## src/rtl/vend_change_sequencer_if.sv

```systemverilog
// rtl/vend_change_sequencer_if.sv - coin hopper request/acknowledge handshake
interface vend_change_sequencer_if;
  logic dispense_nickel;
  logic dispense_dime;
  logic hopper_ack;

  modport master (
    output dispense_nickel,
    output dispense_dime,
    input  hopper_ack
  );

  modport slave (
    input  dispense_nickel,
    input  dispense_dime,
    output hopper_ack
  );
endinterface

```

## src/rtl/vend_change_sequencer.sv

```systemverilog
// rtl/vend_change_sequencer.sv - vending balance, coin inventory, vend and change payout controller
module vend_change_sequencer #(
  parameter int PRICE       = 30,
  parameter int N           = 6,
  parameter int MAX_BAL     = 60,
  parameter int INV_W       = 4,
  parameter int NICKEL_INIT = 8,
  parameter int DIME_INIT   = 8
) (
  input  logic                     clk,
  input  logic                     reset,
  input  logic                     nickel_in,
  input  logic                     dime_in,
  input  logic                     refund,
  output logic                     vend,
  output logic                     coin_reject,
  output logic                     change_short,
  output logic                     busy,
  output logic [N-1:0]             balance,
  output logic [INV_W-1:0]         nickel_cnt,
  output logic [INV_W-1:0]         dime_cnt,
  vend_change_sequencer_if.master  hopper
);

  typedef enum logic [2:0] {
    IDLE     = 3'd0,
    VEND     = 3'd1,
    CHG_SEL  = 3'd2,
    DISP_REQ = 3'd3,
    DISP_REL = 3'd4
  } state_t;

  localparam logic [N-1:0]     PRICE_V    = N'(PRICE);
  localparam logic [N-1:0]     FIVE       = N'(5);
  localparam logic [N-1:0]     TEN        = N'(10);
  localparam logic [N:0]       MAX_V      = (N+1)'(MAX_BAL);
  localparam logic [INV_W-1:0] INV_FULL   = {INV_W{1'b1}};
  localparam logic [INV_W-1:0] INV_ONE    = INV_W'(1);
  localparam logic [INV_W-1:0] NICKEL_RST = INV_W'(NICKEL_INIT);
  localparam logic [INV_W-1:0] DIME_RST   = INV_W'(DIME_INIT);

  state_t state;
  state_t state_nxt;

  // sel_dime remembers which coin CHG_SEL picked for the current handshake
  logic         sel_dime;
  logic         coin_any;
  logic         coin_ok;
  logic         coin_full;
  logic [N-1:0] coin_val;
  logic [N:0]   coin_sum;
  logic         dime_avail;
  logic         nickel_avail;

  // coin acceptance and change availability, one bit wider so overflow is visible
  always_comb begin
    coin_any     = nickel_in | dime_in;
    coin_val     = dime_in ? TEN : FIVE;
    coin_sum     = {1'b0, balance} + {1'b0, coin_val};
    coin_full    = dime_in ? (dime_cnt == INV_FULL) : (nickel_cnt == INV_FULL);
    coin_ok      = coin_any && !(nickel_in && dime_in) && (state == IDLE) &&
                   (coin_sum <= MAX_V) && !coin_full;
    dime_avail   = (balance >= TEN) && (dime_cnt != '0);
    nickel_avail = (balance >= FIVE) && (nickel_cnt != '0);
  end

  // state register; reset aborts any open hopper transfer
  always_ff @(posedge clk or posedge reset) begin
    if (reset) begin
      state <= IDLE;
    end else begin
      state <= state_nxt;
    end
  end

  // next state; IDLE decisions use the registered (pre-coin) balance
  always_comb begin
    state_nxt = state;
    case (state)
      IDLE: begin
        if (refund && (balance != '0)) begin
          state_nxt = CHG_SEL;
        end else if (balance >= PRICE_V) begin
          state_nxt = VEND;
        end
      end
      VEND:    state_nxt = CHG_SEL;
      CHG_SEL: begin
        if ((balance != '0) && (dime_avail || nickel_avail)) begin
          state_nxt = DISP_REQ;
        end else begin
          state_nxt = IDLE;
        end
      end
      DISP_REQ: if (hopper.hopper_ack) state_nxt = DISP_REL;
      DISP_REL: if (!hopper.hopper_ack) state_nxt = CHG_SEL;
      default:  state_nxt = IDLE;
    endcase
  end

  // decoded outputs; only one dispense line can be high since sel_dime picks one
  always_comb begin
    vend                   = (state == VEND);
    busy                   = (state != IDLE);
    change_short           = (state == CHG_SEL) && (balance != '0) && !dime_avail && !nickel_avail;
    hopper.dispense_dime   = (state == DISP_REQ) && sel_dime;
    hopper.dispense_nickel = (state == DISP_REQ) && !sel_dime;
  end

  // balance, inventory, coin selection and reject strobe
  always_ff @(posedge clk or posedge reset) begin
    if (reset) begin
      balance     <= '0;
      nickel_cnt  <= NICKEL_RST;
      dime_cnt    <= DIME_RST;
      sel_dime    <= 1'b0;
      coin_reject <= 1'b0;
    end else begin
      coin_reject <= coin_any && !coin_ok;
      case (state)
        IDLE: begin
          if (coin_ok) begin
            balance <= coin_sum[N-1:0];
            if (dime_in) begin
              dime_cnt <= dime_cnt + INV_ONE;
            end else begin
              nickel_cnt <= nickel_cnt + INV_ONE;
            end
          end
        end
        VEND:    balance <= balance - PRICE_V;
        CHG_SEL: sel_dime <= dime_avail;
        DISP_REQ: begin
          if (hopper.hopper_ack) begin
            if (sel_dime) begin
              if (dime_cnt != '0) begin
                balance  <= balance - TEN;
                dime_cnt <= dime_cnt - INV_ONE;
              end
            end else begin
              if (nickel_cnt != '0) begin
                balance    <= balance - FIVE;
                nickel_cnt <= nickel_cnt - INV_ONE;
              end
            end
          end
        end
        default: ;
      endcase
    end
  end

endmodule

```

## src/flat_wrapper.sv

```systemverilog
// flat-port wrapper written by rule: the top's interface ports become plain ports
module vend_change_sequencer_flat 
#(
  parameter int PRICE       = 30,
  parameter int N           = 6,
  parameter int MAX_BAL     = 60,
  parameter int INV_W       = 4,
  parameter int NICKEL_INIT = 8,
  parameter int DIME_INIT   = 8
)
  (clk, reset, nickel_in, dime_in, refund, vend, coin_reject, change_short, busy, balance, nickel_cnt, dime_cnt, hopper_dispense_nickel, hopper_dispense_dime, hopper_hopper_ack);
  vend_change_sequencer_if hopper_i ();
  input  logic clk;
  input  logic reset;
  input  logic nickel_in;
  input  logic dime_in;
  input  logic refund;
  output logic vend;
  output logic coin_reject;
  output logic change_short;
  output logic busy;
  output logic [N-1:0] balance;
  output logic [INV_W-1:0] nickel_cnt;
  output logic [INV_W-1:0] dime_cnt;
  output wire logic [$bits(hopper_i.dispense_nickel)-1:0] hopper_dispense_nickel;
  output wire logic [$bits(hopper_i.dispense_dime)-1:0] hopper_dispense_dime;
  input wire logic [$bits(hopper_i.hopper_ack)-1:0] hopper_hopper_ack;
  assign hopper_dispense_nickel = hopper_i.dispense_nickel;
  assign hopper_dispense_dime = hopper_i.dispense_dime;
  assign hopper_i.hopper_ack = hopper_hopper_ack;
  vend_change_sequencer #(.PRICE(PRICE), .N(N), .MAX_BAL(MAX_BAL), .INV_W(INV_W), .NICKEL_INIT(NICKEL_INIT), .DIME_INIT(DIME_INIT)) u_core (.clk(clk), .reset(reset), .nickel_in(nickel_in), .dime_in(dime_in), .refund(refund), .vend(vend), .coin_reject(coin_reject), .change_short(change_short), .busy(busy), .balance(balance), .nickel_cnt(nickel_cnt), .dime_cnt(dime_cnt), .hopper(hopper_i));
endmodule
```

## config.mk

```make
export PLATFORM = sky130hd
export DESIGN_NAME = vend_change_sequencer_flat
export DESIGN_NICKNAME = d
export VERILOG_FILES = /design/src/rtl/vend_change_sequencer_if.sv /design/src/rtl/vend_change_sequencer.sv /design/src/flat_wrapper.sv
export SDC_FILE = /design/constraint.sdc
export NUM_CORES = 1
export LEC_CHECK = 0
export BUFFER_PORTS_ARGS = -buffer_cell sky130_fd_sc_hd__buf_2
export CAP_MARGIN = 10
export CORE_ASPECT_RATIO = 1.4
export CORE_MARGIN = 2
export CORE_UTILIZATION = 49
export DETAILED_ROUTE_END_ITERATION = 16
export MAX_ROUTING_LAYER = met4
export PLACE_DENSITY = 0.7
export SYNTH_ARGS = -nofsm -noshare
export SYNTH_HDL_FRONTEND = slang
export SYNTH_SLANG_ARGS = --single-unit
```

## constraint.sdc

```tcl
create_clock -name clk -period 5.03 [get_ports clk]
set_input_delay 0.2515 -clock clk [delete_from_list [all_inputs] [get_ports clk]]
set_output_delay 0.2515 -clock clk [all_outputs]
set_load 0.02 [all_outputs]
```

==> summary by stage, run 1 <==
Timing
The maximum frequency from static timing analysis is 0.3520 GHz. The worst path needs 2841 ps of the cycle, external delays included. The hold violation total from the final report was 0.

The final critical path takes up 56.48% of the cycle. The relative max-transition margin is 47.45%. The worst clock skew on the final layout is 0.9167 ps. Setup repair after global routing left no endpoint under its margin. Setup violations remaining at the end of the flow were counted as 0. For the pin with the worst max-slew slack, the measured transition is 787.4 ps. The aggregate negative setup slack is 0 ps.

Hold timing on the final database bottoms out at a slack of 127.2 ps. The max-slew violation total from the final report came to 0.

Yosys
The synthesized design devotes to its leading area cell type 24.23% of total area. The post-synthesis cell type count is 49. The synthesized netlist devotes 22.38% of its cell area to compound gates. The Yosys step of the flow raised 0 warnings. Of the synthesized area, sequential elements account for 27.23%. The post-synthesis net count is 227. The synthesized netlist occupies a cell area of 1755 sq um. The synthesized netlist devotes 17.89% of its cell area to simple gates.

After synthesis, the share of cell area in mux cells is 5.061%. The cell accounting for the most synthesized area is sky130_fd_sc_hd__dfrtp_1. The adder-cell area share of the yosys netlist is 14.83%. After Yosys synthesis, XOR and XNOR cells account for 5.488% of the synthesized area. Counting every instance in the synthesized netlist gives 202. Of all flip-flops after synthesis, the portion carrying an async set or reset was 100.0%. The number of enable-type register cells in the synthesized netlist is 0.

The register bit total from synthesis is 19. After synthesis, the largest family of logic cells by area is compound AO/OA/AOI/OAI gates. The average instance in the mapped netlist occupies 8.690 sq um.

By area the synthesized netlist is led by sky130_fd_sc_hd__dfrtp_1 (24%), sky130_fd_sc_hd__ha_1 (11%), sky130_fd_sc_hd__xnor2_1 (4.5%), sky130_fd_sc_hd__a21oi_1 (4.3%), sky130_fd_sc_hd__inv_1 (4.1%). For this run, the leading register cell type out of synthesis is sky130_fd_sc_hd__dfrtp_1.

Global route
The total global routing track utilization is 23.91%. The total congestion overflow is 0. The first global-routing pass estimated 7044 um of wire. Entering global routing, the biggest net connects 20 pins.

The number of global-route vias before repair came to 1474. The initial antenna violation count is 0.

Place
The wire-length estimate of the detail-placed layout is 3153 um. In this run the tool buffered the top-level ports with 25 buffer cells. The number of placed instances, taps included is 258.

At the end of routability-driven placement, the weighted congestion stood at 0.9279.

Floorplanning
The die width is 54.59 um. The floorplan step defined a core boundary enclosing 3410 sq um. In this run the core area contains 25 standard-cell rows.

The initial standard-cell utilization of the core is 51.49%. The number of ports placed on the die boundary is 26. The y dimension of the die is 74.82 um. The floorplan step defined a die boundary enclosing 4084 sq um.

Drt
The number of remaining DRC errors is 0. Dividing the detail-routed wire length by the instance count gives 16.02 um. The via density per instance is 6.053.

The overall via count from detail_route is 1586. The first routing iteration left 74 violations. The iteration count of the initial detailed-routing pass is 5. The count of nets left with antenna violations once routing finished came out at 0.

After detailed routing, the total wire length is 4196 um.

Clock network
The total number of clock tree sinks is 19. The total clock buffers created by CTS is 3. The post-cts repair resize count is 0. The root buffer cell chosen for the clock tree is sky130_fd_sc_hd__clkbuf_8. The deepest clock path buffer count is 2. The clock latency on the worst-skew pair is 250 ps. The clock transition at the registers of the reported paths is 80 ps. After clock tree synthesis, the setup repair step added 0 buffers.

In this run the number of H-tree levels came out at 1. TritonCTS built the clock tree. The number of buffers inserted by hold repair at cts is 0.

Layout
The number of fill cells is 345. After the last flow step, the layout net total stands at 248. The post-layout instance count excluding filler cells is 262. The count of antenna diodes in the layout is 0.

The area growth from synthesis to layout is 9.479%. The ratio of cells with drive above 1 in the final layout is 18.02%.

Worst setup path
The required time of the critical path is 5180 ps. The signal arrival time at the worst endpoint is 2990 ps. The largest fanout on the critical path is 12. For this run, the slowest stage of the critical path takes 600 ps. The critical path class is reg2reg.

The critical-path cell with the highest stage delay is sky130_fd_sc_hd__a41oi_2. Tracing the worst setup path back leads to its startpoint at u_core.balance[0]. The number of cells on the worst reg-to-reg path is 8. The signal on the critical path passes through ha_1 > fa_1 > nand3_1 > and2_1 > o2111ai_1 > a41oi_2 > o21bai_2 > mux2_2. The type of element launching the critical path is a flop.

The launch instance of the worst register-to-register path is u_core.balance[0]. The worst setup path is captured at a flop.

Power and ir drop
The power density over the cells is 811.4 nW/um^2. The analysis attributes to cell leakage a power of 0.9040 nW. The peak ir drop on the vdd network is 445.4 uV.

Job
The number of maximum-capacitance constraint violations is 0.

Outcome
The flow ran to the end, and the final reports show no timing, DRC or antenna violations.

Hold path
The path category of the worst min-delay check is in2async.
layer usage:
layer | track usage (%) | vias up | share of wire (%)
met1 | 31.74 | 787 | 44
met4 | 5.833 | 0 | 0.55
met3 | 2.381 | 2 | 2.8
met5 | - | - | 0
met2 | 38.62 | 29 | 53
li1 | - | 768 | -
where the power goes:
| part | internal (mW) | switching (mW) |
|---|---|---|
| registers | 0.241 | 0.181 |
| logic | 0.448 | 0.578 |
| clock network | 0.0563 | 0.0543 |
| total | 0.746 | 0.813 |
path summary, 6_finish.rpt:
| check | endpoint | slack (ps) |
|---|---|---|
| max | u_core.nickel_cnt[2] | 2190 |
| min | u_core.dime_cnt[2] | 130 |
| max reg2reg | u_core.nickel_cnt[2] | 2190 |
| min reg2reg | u_core.dime_cnt[3] | 570 |
| max in group asynchronous | u_core.sel_dime | 4410 |
| min in group clk | u_core.state[0] | 310 |
cell usage in the layout (no fill, tap or decap), types with 6 or more instances in the layout:
cell | netlist | routed
sky130_fd_sc_hd__inv_1 | 19 | 19
sky130_fd_sc_hd__nor2_1 | 15 | 15
sky130_fd_sc_hd__buf_2 | 1 | 25
sky130_fd_sc_hd__o21ai_0 | 9 | 9
sky130_fd_sc_hd__nand2_1 | 13 | 13
sky130_fd_sc_hd__xnor2_1 | 9 | 9
sky130_fd_sc_hd__dfrtp_1 | 17 | 17
sky130_fd_sc_hd__ha_1 | 16 | 16
sky130_fd_sc_hd__o22ai_1 | 7 | 7
sky130_fd_sc_hd__nand3_1 | 6 | 6
sky130_fd_sc_hd__a21oi_1 | 15 | 15
kinds of logic after synthesis:
group	Yosys count
xor gates and xnor gates	11
adders and majority gates	19
muxes	8
and+or+nand+nor	59
AOI/OAI and AO/OA	58
buffers and inverters	28
DFF	19
flip-flops by register name, indices dropped and copies added (netlist names):
signal and count:
u_core.balance 6, u_core.dime_cnt 4, u_core.coin_reject 1, u_core.nickel_cnt 4, u_core.sel_dime 1, u_core.state 3
worst max-delay path: cells and delay by family, from the launching register on:
| family | cells | cell delay [ps] |
|---|---|---|
| AO/OA/AOI/OAI | 3 | 960 |
| adder cells (fa/ha/maj) | 2 | 670 |
| flip-flops | 1 | 500 |
| multiplexers | 1 | 300 |
| AND/OR/NAND/NOR | 2 | 280 |
metrics by stage:
step                instance area (sq um)  worst slack [ps]  util, %  power (mW)
global placement                     1877              2133    55.05       1.439
CTS                                  1922              2190    56.37       1.564
global route                         1922              1883    56.37       1.711
floorplan                            1755              2611        -       1.209
detailed placement                   1877              2157    55.05       1.449
finish                               1922              2189    56.37       1.559
cell usage after synthesis, types with 3 or more instances:
master and count:
sky130_fd_sc_hd__a21oi_1 15, sky130_fd_sc_hd__a211oi_1 4, sky130_fd_sc_hd__ha_1 16, sky130_fd_sc_hd__clkbuf_1 5
sky130_fd_sc_hd__o22ai_1 7, sky130_fd_sc_hd__mux2_2 3, sky130_fd_sc_hd__inv_1 19, sky130_fd_sc_hd__nand2_1 13
sky130_fd_sc_hd__mux2i_1 4, sky130_fd_sc_hd__nor2_1 15, sky130_fd_sc_hd__and3_1 4, sky130_fd_sc_hd__dfrtp_1 17
sky130_fd_sc_hd__a21o_1 3, sky130_fd_sc_hd__nor3_1 4, sky130_fd_sc_hd__o21ai_0 9, sky130_fd_sc_hd__nand3_1 6
sky130_fd_sc_hd__fa_1 3, sky130_fd_sc_hd__xnor2_1 9
layout make-up:
cell class	count	area (sq um)	area share [%]
inverter	19	71.32	3.711
timing repair buffer	25	125.1	6.510
multi-input combinational	155	1152	59.96
tap	40	50.05	2.604
clock buffer	4	45.04	2.344
sequential	19	478.0	24.87
No activity file was read; power rests on OpenSTA's default activity.
==> run 2, diff against run 1 <==
PLACE_DENSITY = 0.73   (was 0.7)
clock period = 2.5 ns   (was 5.03 ns; I/O delays follow)
==> run 2 against run 1 <==
Net effect: the run now ends with negative hold slack left; count of clock-buffer cells in the layout stayed put; die area did not move; register-to-register slack got worse by 2100 ps; global-route usage barely moved; final cell count is 5.3% higher; cell area rose by 6.5%; utilization up 3.7 points; fmax rose by 19%; combinational power grew 130%; critical path type unchanged; critical endpoint unchanged; highest routed layer unchanged.
==> summary by stage, run 2 (same netlist as run 1, synthesis figures left out) <==
Drt
The violation count after the first detailed-routing iteration is 33 (-55%). The number of antenna-violating nets in the routed design is 0 (unchanged). The overall via count from detail_route came to 1580 (-0.38%). The total wire length after detailed routing is 4205 um (+0.21%). The average wire per cell in the routed design is 15.24 um (-4.9%). The number of remaining DRC errors is 0 (unchanged).

The via density per instance is 5.725 (-5.4%). The iteration count of the initial detailed-routing pass is 4 (-1).

Floorplanning
The number of ports placed on the die boundary is 26 (unchanged). The standard cell core area is 3410 sq um (unchanged). The y dimension of the die came to 74.82 um (unchanged). The area enclosed by the die boundary came to 4084 sq um (unchanged). The initial standard-cell utilization of the core came to 51.49% (unchanged). The die width is 54.59 um (unchanged). The number of core rows is 25 (unchanged).

Global route
The number of global-route vias before repair came to 1496 (+1.5%). The maximum number of pins on one net before global-route repair is 20 (unchanged). The wire length of the first global-routing pass is 6982 um (-0.88%). The total congestion overflow came to 0 (unchanged). The initial antenna violation count was 0 (unchanged). The total global routing track utilization is 23.87% (-0.043 points).

Clock network
TritonCTS built the clock tree. The CTS H-tree depth is 1 (unchanged). The cell sitting at the root of the clock tree is a sky130_fd_sc_hd__clkbuf_8. The total clock buffers created by CTS is 3 (unchanged).

The post-CTS setup buffer count is 0 (unchanged). The clock transition at the registers of the reported paths was 70 ps (about the same). The total number of clock tree sinks is 19 (unchanged). The clock latency on the worst-skew pair is 250 ps (about the same). The deepest clock path buffer count is 2 (unchanged).

Layout
The number of nets in the finished design is 262 (+5.6%). The most common library cell in the layout ignoring fill and taps is sky130_fd_sc_hd__buf_2. The ratio of cells with drive above 1 in the final layout is 22.88% (+4.9 points). Compared with the post-synthesis result, the final layout area differs by 16.61%. The largest registers in the layout are u_core.balance x6, u_core.dime_cnt x4, u_core.nickel_cnt x4. The flip-flop count of the largest register, all copies and words added is 6 (unchanged).

The library cells used most frequently in the layout, excluding fill and tap cells, are sky130_fd_sc_hd__buf_2 (25), sky130_fd_sc_hd__inv_1 (19), sky130_fd_sc_hd__dfrtp_1 (17), sky130_fd_sc_hd__ha_1 (16). The utilization of the core after routing came to 60.04% (+3.7 points). The count of antenna diodes in the layout came to 0 (unchanged).

Counting flops per register, the top entry is u_core.balance.

Hold path
The tightest min-delay check is of the in2async type.

Power and ir drop
The power density over the cells is 1615 nW/um^2 (+99%). The switching power as a share of total power is 50.46% (-1.7 points). The share of power burned in the clock network is 6.5% (-0.6 points).

The combinational share of power is 71.9% (+6.1 points). The relative contribution of sequential cells to total power is 21.6% (-5.5 points). The peak ir drop on the vdd network is 967.8 uV (+120%). The internal power of the cells came to 1.638 mW (+120%). The leakage power summed over all cells is 0.9775 nW (+8.1%). The total power of the final layout is 3.306 mW (+110%). The net switching power is 1.668 mW (+110%).

Timing
The final period demand of the worst path is 2394 ps (-447.0 ps). The post-route clock period utilization is 95.75% (+39 points). The max-slew violation total from the final report is 0 (unchanged). The maximum frequency from static timing analysis was 0.4178 GHz (+19%). The final setup violation count is 0 (unchanged). The slew at the pin with the worst max-slew slack is 751.0 ps (-36.41 ps).

Setup repair after global routing left no endpoint under its margin. The worst clock skew on the final layout was 4.480 ps (+3.563 ps). The relative max-transition margin was 49.88% (+2.4 points). The aggregate negative setup slack was 0 ps (unchanged). The minimum hold slack is -14.44 ps (-141.6 ps). The final setup slack of the worst path is 106.3 ps (-2083 ps). The hold violation total from the final report was 10 (+10).

Place
The post-detailed-placement half-perimeter wirelength was 3282 um (+4.1%). The number of input and output port buffers inserted is 25 (unchanged). The global placement routability congestion was 0.9050 (-2.5%).

The worst slack after detailed placement is 103.2 ps (-2053 ps).

Worst setup path
The setup path with the least slack is of type reg2reg. The critical path goes through ha_1 > fa_1 > nand3_1 > and2_1 > xnor2_1 > a41oi_2 > buf_12 > o21bai_2 > mux2_2. The critical-path cell with the highest stage delay is sky130_fd_sc_hd__fa_1. The delay contributed by the slowest stage of the critical path is 400 ps (-200 ps).

STA classifies the critical path endpoint as a flop. STA classifies the critical path startpoint as a flop. The signal arrival time at the worst endpoint is 2530 ps (-460 ps).

The largest fanout on the critical path was 12 (unchanged). The required time of the critical path came to 2640 ps (-2540 ps).

Job
The number of maximum-capacitance constraint violations is 0 (unchanged).

Outcome
The final reports fail on negative hold slack. The flow ran to the end, but the final reports show violations.
[run 2: cell count changes in the layout (fill, tap and decap cells not counted), sizes merged]
cell / before / now
buf: 25 / 39
[run 2: worst paths after layout]
path                                           start                    to  slack, ps  depth (start not counted)
worst max-delay path               u_core.balance[0]  u_core.nickel_cnt[2]        110                          9
worst min-delay path                           reset       u_core.state[2]        -10                          2
worst max register to register     u_core.balance[0]  u_core.nickel_cnt[2]        110                          9
worst min register to register  u_core.nickel_cnt[3]  u_core.nickel_cnt[3]        570                          2
max in group asynchronous                      reset     u_core.balance[1]       2030                          2
min in group clk                   hopper_hopper_ack       u_core.state[1]        160                          2
[run 2: power by group through the flow]
| stage | combinational (mW) | clock (mW) | sequential (mW) |
|---|---|---|---|
| 6_report | 2.38 | 0.215 | 0.712 |
| 5_1_grt | 2.63 | 0.241 | 0.740 |
| 4_1_cts | 2.37 | 0.220 | 0.708 |
| 3_5_place_dp | 2.36 | 0 | 0.714 |
| 3_3_place_gp | 2.34 | 0 | 0.711 |
| 2_1_floorplan | 1.60 | 0 | 0.830 |
[run 2: layout make-up]
cell class                 instances  area, sq um
multi-input combinational        155         1160
clock buffer                       4        45.04
fill                             302         1363
sequential                        19        478.0
tap                               40        50.05
inverter                          19        71.32
timing repair buffer              39        242.7
[run 2: per-stage QoR]
step / cell area (sq um) / std cells
2_1_floorplan: 1755 / 202
3_3_place_gp: 1994 / 272
3_5_place_dp: 1994 / 272
5_1_grt: 2047 / 276
6_report: 2047 / 276
4_1_cts: 2039 / 276
[run 2: metal layers]
metal  global-route usage, %  share of wire (%)
met2                   39.29                 51
met5                       -                  0
met4                   8.333                2.0
met1                   30.64                 44
met3                   1.190                3.1
[run 2: timing repair]
item | 4_1_cts | 5_1_grt
gates resized for setup | 0 | 1
hold buffers | 0 | 0
setup endpoints to repair | 0 | 1
[run 2: critical path: cells and delay by family, from the launching register on]
kind	cells	cell delay, ps
compound gates	2	350
mux	1	350
fa+ha+maj	2	610
buf+inv	1	180
simple gates	2	270
flops	1	380
xor+xnor	1	150
==> run 3, diff against run 2 <==
CORE_ASPECT_RATIO = 0.5   (was 1.4)
==> run 3 against run 2 <==
Net effect: the run still ends with negative hold slack left; utilization increased by 0.51 points; sequential power increased by 2%; clock power increased by 8%; routed wire length increased by 6.4%; worst setup slack improved by 48 ps; register-to-register slack improved by 50 ps; critical path depth unchanged; first-iteration DRC count increased to 4.3 times the previous value; sequential share of layout area decreased by 0.37 points; worst hold slack improved by 7.3 ps; critical path type unchanged; highest routed layer unchanged.
==> summary by stage, run 3 (same netlist as run 1, synthesis figures left out) <==
Floorplanning
The die width came to 88.65 um (+62%). The number of core rows is 15 (-40%). The standard cell core area is 3435 sq um (+0.73%).

The initial standard-cell utilization of the core is 51.11% (-0.38 points). The area enclosed by the die boundary came to 4106 sq um (+0.55%). The number of ports placed on the die boundary came to 26 (unchanged). The y dimension of the die is 46.33 um (-38%).

Clock network
The CTS tree is built. The clock latency on the worst-skew pair was 270 ps (+20 ps). The post-CTS setup buffer count is 0 (unchanged). The total clock buffers created by CTS is 3 (unchanged).

The number of buffers inserted by hold repair at cts came to 0 (unchanged). The clock transition at the registers of the reported paths is 80 ps (about the same). The CTS H-tree depth is 1 (unchanged). The total number of clock tree sinks is 19 (unchanged).

The deepest clock path buffer count was 2 (unchanged). The clock root buffer master is sky130_fd_sc_hd__clkbuf_8. The post-cts repair resize count is 0 (unchanged).

Drt
The violation count after the first detailed-routing iteration is 141 (+330%). The total wire length after detailed routing was 4474 um (+6.4%). The number of remaining DRC errors is 0 (unchanged). The iteration count of the initial detailed-routing pass is 4 (unchanged). The length of routed met3 wiring is 283 um (+120%). The number of antenna-violating nets in the routed design was 0 (unchanged).

The overall via count from detail_route is 1620 (+2.5%). The top routing layer in use is met4. The average wire per cell in the routed design is 15.32 um (+0.57%).

The via density per instance came to 5.548 (-3.1%). The amount of wire on met2 after detailed routing was 1907 um (-11%). The met1 routed wirelength after detailed routing is 2250 um (+22%).

Timing
The worst clock skew on the final layout was 4.359 ps (-0.1210 ps). The minimum hold slack is -7.154 ps (+7.285 ps). The max-slew violation total from the final report is 0 (unchanged).

The final setup violation count came to 0 (unchanged). The relative max-transition margin is 46.59% (-3.3 points). The slew at the pin with the worst max-slew slack is 800.3 ps (+49.31 ps). Setup repair after global routing left no endpoint under its margin. The aggregate negative setup slack is 0 ps (unchanged). The final setup slack of the worst path is 154.2 ps (+47.98 ps).

The final period demand of the worst path was 2346 ps (-47.98 ps). The hold violation total from the final report was 15 (+5). The maximum frequency from static timing analysis is 0.4263 GHz (+2.0%).

The post-route clock period utilization is 93.83% (-1.9 points).

Hold path
The path category of the worst min-delay check is in2async.

Worst setup path
The largest fanout on the critical path is 6 (-6). The type of element launching the critical path is a flop. The worst setup slack for register-to-register paths is 150 ps (+50 ps). The capture instance of the worst register-to-register path is u_core.nickel_cnt[2]. The critical path class is reg2reg. The category of the worst setup path capture point is a flop. The signal on the critical path passes through ha_1 > fa_1 > nand3_1 > and2_1 > xnor2_1 > a41oi_2 > buf_4 > o21bai_2 > mux2_2. The number of cells on the worst reg-to-reg path is 9 (unchanged).

Tracing the worst setup path back leads to its startpoint at u_core.balance[0]. The required time of the critical path was 2660 ps (+20 ps). The delay contributed by the slowest stage of the critical path is 410 ps (about the same). Following the worst setup path forward leads to its endpoint at u_core.nickel_cnt[2]. The signal arrival time at the worst endpoint is 2510 ps (-20 ps). On the critical path, the stage with the largest delay is an instance of sky130_fd_sc_hd__fa_1. The launch instance of the worst register-to-register path is u_core.balance[0].

Layout
The flip-flop count of the largest register, all copies and words added is 6 (unchanged). The post-layout instance count excluding filler cells was 292 (+5.8%). The ratio of cells with drive above 1 in the final layout is 24.90% (+2.0 points). The largest registers in the layout are u_core.balance x6, u_core.dime_cnt x4, u_core.nickel_cnt x4. In the layout the commonest cells are sky130_fd_sc_hd__buf_2 (25), sky130_fd_sc_hd__inv_1 (19), sky130_fd_sc_hd__buf_4 (19), sky130_fd_sc_hd__dfrtp_1 (17), sky130_fd_sc_hd__ha_1 (16). The count of antenna diodes in the layout was 0 (unchanged).

The most common library cell in the layout ignoring fill and taps is sky130_fd_sc_hd__buf_2. The number of nets in the finished design is 267 (+1.9%). The relative area change from synthesis to final layout is 18.46%. The largest register by flop count is u_core.balance.

Outcome
The checks that failed: negative hold slack. The flow ran to the end, but the final reports show violations.

Global route
The initial antenna violation count is 0 (unchanged). The total global routing track utilization is 24.36% (+0.49 points). The maximum number of pins on one net before global-route repair is 20 (unchanged). The wire length of the first global-routing pass is 7210 um (+3.3%). The number of global-route vias before repair was 1461 (-2.3%).

The total congestion overflow was 0 (unchanged).

Place
The global placement routability congestion is 0.9338 (+3.2%). The number of input and output port buffers inserted came to 25 (unchanged). The number of placed instances, taps included is 288 (+5.9%). The post-detailed-placement half-perimeter wirelength is 3408 um (+3.8%). The worst slack after detailed placement is 162.9 ps (+59.76 ps).

Power and ir drop
The total power of the final layout is 3.382 mW (+2.3%). The leakage power summed over all cells is 1.001 nW (+2.4%). The peak ir drop on the vdd network is 902.6 uV (-6.7%). The power density over the cells was 1626 nW/um^2 (+0.69%).

Job
The number of maximum-capacitance constraint violations is 0 (unchanged).
-- run 3: metrics by stage --
step,instance area [sq um],utilization (%)
3_5_place_dp,2033,59.20
6_report,2079,60.55
2_1_floorplan,1755,-
3_3_place_gp,2033,59.20
5_1_grt,2079,60.55
4_1_cts,2079,60.55
-- run 3: final cells by class --
cell class	instances	area, sq um
inverter	19	71.32
multi-input combinational	155	1152
clock inverter	1	5.005
fill	315	1355
sequential	19	478.0
timing repair buffer	44	267.8
clock buffer	3	41.29
tap	51	63.81
-- run 3: how the worst min path moves through the flow --
stage           from                  to  slack (ps)
2_1_floorplan  reset   u_core.balance[0]          70
6_report       reset  u_core.dime_cnt[0]          -7
3_3_place_gp   reset   u_core.balance[5]         290
3_5_place_dp   reset   u_core.balance[5]         310
5_1_grt        reset  u_core.dime_cnt[1]          50
4_1_cts        reset  u_core.dime_cnt[0]          10
-- run 3: where the power goes --
part	total [mW]	switching [mW]	internal, mW
Clock	0.233	0.122	0.112
Combinational	2.42	1.36	1.07
Sequential	0.726	0.239	0.487
Total	3.38	1.72	1.66
-- run 3: critical path: cells and delay by family (launching register included) --
kind                       cells  cell delay, ps
and+or+nand+nor                2             270
DFF                            1             390
adders and majority gates      2             620
muxes                          1             340
AOI/OAI and AO/OA              2             290
buffers and inverters          1             190
xor gates and xnor gates       1             150
-- run 3: per-layer routing --
metal  up-vias  track usage, %
met4         0           5.152
met5         -               -
met3         4           4.659
met1       768           36.16
li1        801               -
met2        47           34.03
